## src/rtl/fetch_unit_if.sv

```systemverilog
// Fetch-stage bundle: instruction-memory port, decode handshake, redirect input and halt status.
// master = fetch_unit side, slave = memory/decode/branch side.
interface fetch_unit_if #(
  parameter int ADDR_W = 32
);
  logic [ADDR_W-1:0] imem_addr;
  logic [31:0]       imem_data;
  logic [31:0]       instr_out;
  logic [ADDR_W-1:0] instr_pc;
  logic              instr_valid;
  logic              dec_ready;
  logic              redirect_valid;
  logic [ADDR_W-1:0] redirect_pc;
  logic              halted;

  modport master (
    output imem_addr,
    output instr_out,
    output instr_pc,
    output instr_valid,
    output halted,
    input  imem_data,
    input  dec_ready,
    input  redirect_valid,
    input  redirect_pc
  );

  modport slave (
    input  imem_addr,
    input  instr_out,
    input  instr_pc,
    input  instr_valid,
    input  halted,
    output imem_data,
    output dec_ready,
    output redirect_valid,
    output redirect_pc
  );
endinterface

```

## src/rtl/fetch_unit.sv

```systemverilog
// PC/fetch control in front of a 1-cycle registered instruction memory; optional FETCH_HALT_EN stops on HALT_WORD.
// Latency: first valid word 1 cycle after reset (BOOT), zero bubbles after a redirect, 1 instr/cycle sustained.
// Backpressure: a decode stall points imem_addr back at pc_q so the same word is re-read; no skid buffer.
module fetch_unit #(
  parameter int                ADDR_W    = 32,
  parameter logic [ADDR_W-1:0] RESET_PC  = '0,
  parameter logic [31:0]       HALT_WORD = 32'hFFFF_FFFF
) (
  input  logic          clk,
  input  logic          rst,
  fetch_unit_if.master  bus
);

  localparam logic [1:0] ST_BOOT = 2'd0;
  localparam logic [1:0] ST_RUN  = 2'd1;
`ifdef FETCH_HALT_EN
  localparam logic [1:0] ST_HALT = 2'd2;
`endif

  logic [1:0]        state_q;
  logic [1:0]        state_d;
  logic [ADDR_W-1:0] pc_q;
  logic [ADDR_W-1:0] pc_d;
  logic [ADDR_W-1:0] pc_inc;
  logic [ADDR_W-1:0] addr;
  logic              valid;
  logic              is_halt;

  assign pc_inc = pc_q + ADDR_W'(1);

`ifdef FETCH_HALT_EN
  assign is_halt = (bus.imem_data == HALT_WORD);
`else
  assign is_halt = 1'b0;
`endif

  // pc_q always equals the address sent on the previous edge, i.e. the PC of imem_data.
  always_comb begin
    state_d = state_q;
    pc_d    = pc_q;
    addr    = pc_q;
    valid   = 1'b0;
    case (state_q)
      ST_BOOT: begin
        state_d = ST_RUN;
        if (bus.redirect_valid) begin
          addr = bus.redirect_pc;
          pc_d = bus.redirect_pc;
        end
      end
      ST_RUN: begin
        valid = ~bus.redirect_valid;
        if (bus.redirect_valid) begin
          addr = bus.redirect_pc;
          pc_d = bus.redirect_pc;
        end else if (bus.dec_ready) begin
          if (is_halt) begin
`ifdef FETCH_HALT_EN
            state_d = ST_HALT;
`endif
          end else begin
            addr = pc_inc;
            pc_d = pc_inc;
          end
        end
      end
`ifdef FETCH_HALT_EN
      ST_HALT: begin
        if (bus.redirect_valid) begin
          addr    = bus.redirect_pc;
          pc_d    = bus.redirect_pc;
          state_d = ST_RUN;
        end
      end
`endif
      default: state_d = ST_BOOT;
    endcase
  end

  always_ff @(posedge clk) begin
    if (rst) begin
      state_q <= ST_BOOT;
      pc_q    <= RESET_PC;
    end else begin
      state_q <= state_d;
      pc_q    <= pc_d;
    end
  end

  assign bus.imem_addr   = addr;
  assign bus.instr_out   = bus.imem_data;
  assign bus.instr_pc    = pc_q;
  assign bus.instr_valid = valid;
`ifdef FETCH_HALT_EN
  assign bus.halted      = (state_q == ST_HALT);
`else
  assign bus.halted      = 1'b0;
`endif

endmodule

```

## src/flat_wrapper.sv

```systemverilog
// flat-port wrapper written by rule: the top's interface ports become plain ports
module fetch_unit_flat 
#(
  parameter int                ADDR_W    = 32,
  parameter logic [ADDR_W-1:0] RESET_PC  = '0,
  parameter logic [31:0]       HALT_WORD = 32'hFFFF_FFFF
)
  (clk, rst, bus_imem_addr, bus_instr_out, bus_instr_pc, bus_instr_valid, bus_halted, bus_imem_data, bus_dec_ready, bus_redirect_valid, bus_redirect_pc);
  fetch_unit_if #(.ADDR_W(ADDR_W)) bus_i ();
  input  logic clk;
  input  logic rst;
  output wire logic [$bits(bus_i.imem_addr)-1:0] bus_imem_addr;
  output wire logic [$bits(bus_i.instr_out)-1:0] bus_instr_out;
  output wire logic [$bits(bus_i.instr_pc)-1:0] bus_instr_pc;
  output wire logic [$bits(bus_i.instr_valid)-1:0] bus_instr_valid;
  output wire logic [$bits(bus_i.halted)-1:0] bus_halted;
  input wire logic [$bits(bus_i.imem_data)-1:0] bus_imem_data;
  input wire logic [$bits(bus_i.dec_ready)-1:0] bus_dec_ready;
  input wire logic [$bits(bus_i.redirect_valid)-1:0] bus_redirect_valid;
  input wire logic [$bits(bus_i.redirect_pc)-1:0] bus_redirect_pc;
  assign bus_imem_addr = bus_i.imem_addr;
  assign bus_instr_out = bus_i.instr_out;
  assign bus_instr_pc = bus_i.instr_pc;
  assign bus_instr_valid = bus_i.instr_valid;
  assign bus_halted = bus_i.halted;
  assign bus_i.imem_data = bus_imem_data;
  assign bus_i.dec_ready = bus_dec_ready;
  assign bus_i.redirect_valid = bus_redirect_valid;
  assign bus_i.redirect_pc = bus_redirect_pc;
  fetch_unit #(.ADDR_W(ADDR_W), .RESET_PC(RESET_PC), .HALT_WORD(HALT_WORD)) u_core (.clk(clk), .rst(rst), .bus(bus_i));
endmodule
```

## config.mk

```make
export PLATFORM = sky130hd
export DESIGN_NAME = fetch_unit_flat
export DESIGN_NICKNAME = d
export VERILOG_FILES = /design/src/rtl/fetch_unit_if.sv /design/src/rtl/fetch_unit.sv /design/src/flat_wrapper.sv
export SDC_FILE = /design/constraint.sdc
export NUM_CORES = 1
export LEC_CHECK = 0
export ABC_AREA = 1
export BUFFER_PORTS_ARGS = -buffer_cell sky130_fd_sc_hd__buf_2
export CORE_ASPECT_RATIO = 1.25
export CORE_MARGIN = 1
export CORE_UTILIZATION = 39
export CTS_CLUSTER_DIAMETER = 40
export DETAILED_ROUTE_END_ITERATION = 7
export PLACE_DENSITY = 0.85
export SYNTH_ARGS = -nofsm -noshare
export SYNTH_HDL_FRONTEND = slang
export SYNTH_SLANG_ARGS = --single-unit
```

## constraint.sdc

```tcl
create_clock -name clk -period 1.61 [get_ports clk]
set_input_delay 0.322 -clock clk [delete_from_list [all_inputs] [get_ports clk]]
set_output_delay 0.322 -clock clk [all_outputs]
set_load 0.02 [all_outputs]
```

==> run_results.csv <==
group,metric,value,unit
timing,drv_slew,0,
timing,hold_viol_final,0,
drt,postRouteAntennaNets,0,
pwr,ir_worst_vdd,0.313,mV
cells_and_area,syn2layout_area_growth,85.9,%
drt,drt-initial-drc-count,208,
clocking,cts_sinks,33,
clocking,tritoncts,"yes",
cells_and_area,layout.nets,683,
drt,route.detailed.drc,0,
placed_design,port_buffers,100,
timing,period_share,1.28,
floorplanning,die_w,73.7,µm
setup_path,crit_start,"u_core.bus.instr_pc[1]$_SDFF_PP0_",
clocking,clkSlewWorstSetupHoldPaths,0.08,ns
setup_path,cp_cell_sequence,"ha_4, nand3_4, nor2_4, buf_4, nand3_2, nor2_4, nand2_1, nand2_1, nand2_1, buf_2",
setup_path,cp.arrival,1.75,ns
clocking,cts.root.buffer_cell,"clkbuf_8",
cells_and_area,drive_above_1_share,0.620,
logic_synthesis,synthDistinctLibCells,27,
drt,vias,3625,
clocking,htreeDepth,2,
setup_path,worstSetupPathType,"reg2out",
timing,fin_worst_skew,0.0130,ns
run_status,violations,"negative setup slack",
logic_synthesis,yosys-top-cells-area,"dfxtp_1 26%, nand2_1 22%, buf_4 9.9%, inv_1 7.6%, nor2_1 6.1%",
logic_synthesis,ys_seq_area_frac,0.264,
setup_path,crit_top_cell,"nand2_1",
clocking,cts_buffers,5,
pwr,power_leakage,2.28,nW
clocking,cts_hold_buf,0,
drt,viasPerCell,5.18,
placed_design,pre_cts_slack,-0.217,ns
logic_synthesis,synthesis.area,2510,µm²
drt,wire_per_inst,15.1,µm
setup_path,end_kind,"output pin",
timing,finalSetupViolations,32,
clocking,clock_latency,0.30,ns
timing,worst_slack,-0.458,ns
worst_hold_path,hp-start,"bus_redirect_pc[5]",
drt,firstDrtPassIters,5,
logic_synthesis,synthesis.nets,503,
floorplanning,die_height,91.6,µm
floorplanning,start_util,0.404,
global_routing,antenna_found_initial,0,
setup_path,critPathMaxStageDelay,0.37,ns
pwr,power_density,538,nW/µm²
global_routing,grt_pass1_vias,3412,
setup_path,cp_max_fo,4,
timing,fin_tns_setup,-11.30,ns
logic_synthesis,avgSynthCellArea,5.77,µm²
global_routing,grt.total_usage,0.288,
setup_path,reg2reg_from,"u_core.bus.instr_pc[1]$_SDFF_PP0_",
cells_and_area,antennaDiodeCount,0,
timing,period_minus_slack,2.07,ns
floorplanning,dieArea,6750,µm²
drt,wl,10500,µm
logic_synthesis,synth_top_cell_area_share,0.264,
run,max_cap_violations,0,
clocking,clk_path_buf_depth,2,
placed_design,hpwlAfterDp,6840,µm
global_routing,grt_pass1_wl,15100,µm
floorplanning,ios,166,
worst_hold_path,hp-class,"in2reg",
logic_synthesis,async_reset_ff_frac,0,
logic_synthesis,synth_edf_count,0,
timing,grt_setup_unrepaired,"true",
logic_synthesis,synth_largest_area_cell,"dfxtp_1",
timing,max_freq,0.484,GHz
logic_synthesis,synthFlopType,"dfxtp_1",
placed_design,place.gp.congestion,0.961,
logic_synthesis,yosys_register_bits,33,
setup_path,cp_slowest_cell,"dfxtp_4",
logic_synthesis,yosysWarnings,0,
global_routing,grt_overflow,0,
setup_path,worstSetupStartpointType,"flop",
floorplanning,core,6210,µm²
floorplanning,rows,32,
setup_path,critPathRequiredTime,1.29,ns
run_status,status,"finished, violations left",
logic_synthesis,syn-instance-count,434,
global_routing,grt_max_degree,19,
-- sequential cells by signal, summed over array words and instances (netlist names) --
signal	flops
u_core.bus.instr_pc	32
u_core.state_q	1
-- what timing repair did --
action,in CTS,in global routing
setup endpoints to repair,33,38
gates resized for setup,122,133
setup buffers,27,18
pin swaps,28,51
-- cells in the final DEF, fill, tap and decap left out, types with 7 or more instances in the layout --
master,instances
a21oi_1,21
buf_2,70
buf_4,98
buf_6,45
dfxtp_1,11
dfxtp_2,15
dfxtp_4,7
inv_1,38
inv_2,11
nand2_1,86
nand2_2,52
nand2_4,10
nand3_1,11
nand3_2,12
nand4_1,10
nor2_1,23
nor2_4,18
o21ai_0,19
o21ai_2,7
-- cell type report --
cell class              count  area (µm²)
multi-input cells         304        1890
clock buffers               8        90.1
well taps                  85         106
inverters                  54         223
flip-flops and latches     33         706
fillers                   391        1550
repair buffers            216        1650
-- stage by stage --
stage | instances | power (mW) | area, µm² | utilization | hold slack [ns]
5_1_grt | 700 | 2.61 | 4660 | 0.751 | 0.310
4_1_cts | 695 | 2.40 | 4190 | 0.675 | 0.297
2_1_floorplan | 434 | 1.39 | 2560 | - | 0.391
6_report | 700 | 2.51 | 4660 | 0.751 | 0.303
3_5_place_dp | 660 | 1.60 | 3520 | 0.567 | 0.575
3_3_place_gp | 660 | 1.59 | 3520 | 0.567 | 0.557
-- Yosys cell counts (2+ instances only) --
| cell | instances |
|---|---|
| o21ai_1 | 2 |
| nor2_1 | 41 |
| nor3_1 | 6 |
| clkbuf_1 | 7 |
| dfxtp_1 | 33 |
| nor2_4 | 2 |
| nand4_1 | 10 |
| nand3_1 | 25 |
| nor2_2 | 3 |
| nand2_1 | 146 |
| and2_1 | 2 |
| nand2_2 | 2 |
| buf_4 | 33 |
| buf_2 | 3 |
| o21ai_0 | 30 |
| a21oi_1 | 26 |
| inv_2 | 3 |
| inv_1 | 51 |
-- routing by layer --
metal	part of all wire	global-route usage	vias up
li1	-	-	1697
met1	0.36	0.313	1651
met2	0.52	0.521	211
met3	0.071	0.0462	66
met4	0.048	0.146	0
met5	0	0	-
-- power by group --
group          internal, mW  switching, mW  total, mW
Clock                 0.349          0.336      0.685
Sequential            0.865         0.0533      0.918
Combinational         0.418          0.486      0.904
-- worst max-delay path, delay by kind of cell, from the launching register on --
kind	cells	cell delay [ns]
DFF	1	0.37
and+or+nand+nor	7	0.61
adders and majority gates	1	0.15
buffers and inverters	2	0.28
-- worst paths after layout --
path / end / slack (ns) / cells after the start
setup / recovery: bus_imem_addr[30] / -0.46 / 10
hold / removal: u_core.bus.instr_pc[5]$_SDFF_PP0_ / 0.30 / 3
setup reg to reg: u_core.bus.instr_pc[10]$_SDFF_PP0_ / 0.02 / 10
hold reg to reg: u_core.bus.instr_pc[30]$_SDFF_PP0_ / 0.60 / 3
-- cell families after synthesis --
family          synth area share
fa+ha+maj                0.00499
flops                      0.264
other cells              0.00150
mux                      0.00399
compound gates             0.125
simple gates               0.404
buf+inv                    0.196
(Power assumes the default switching activity.)
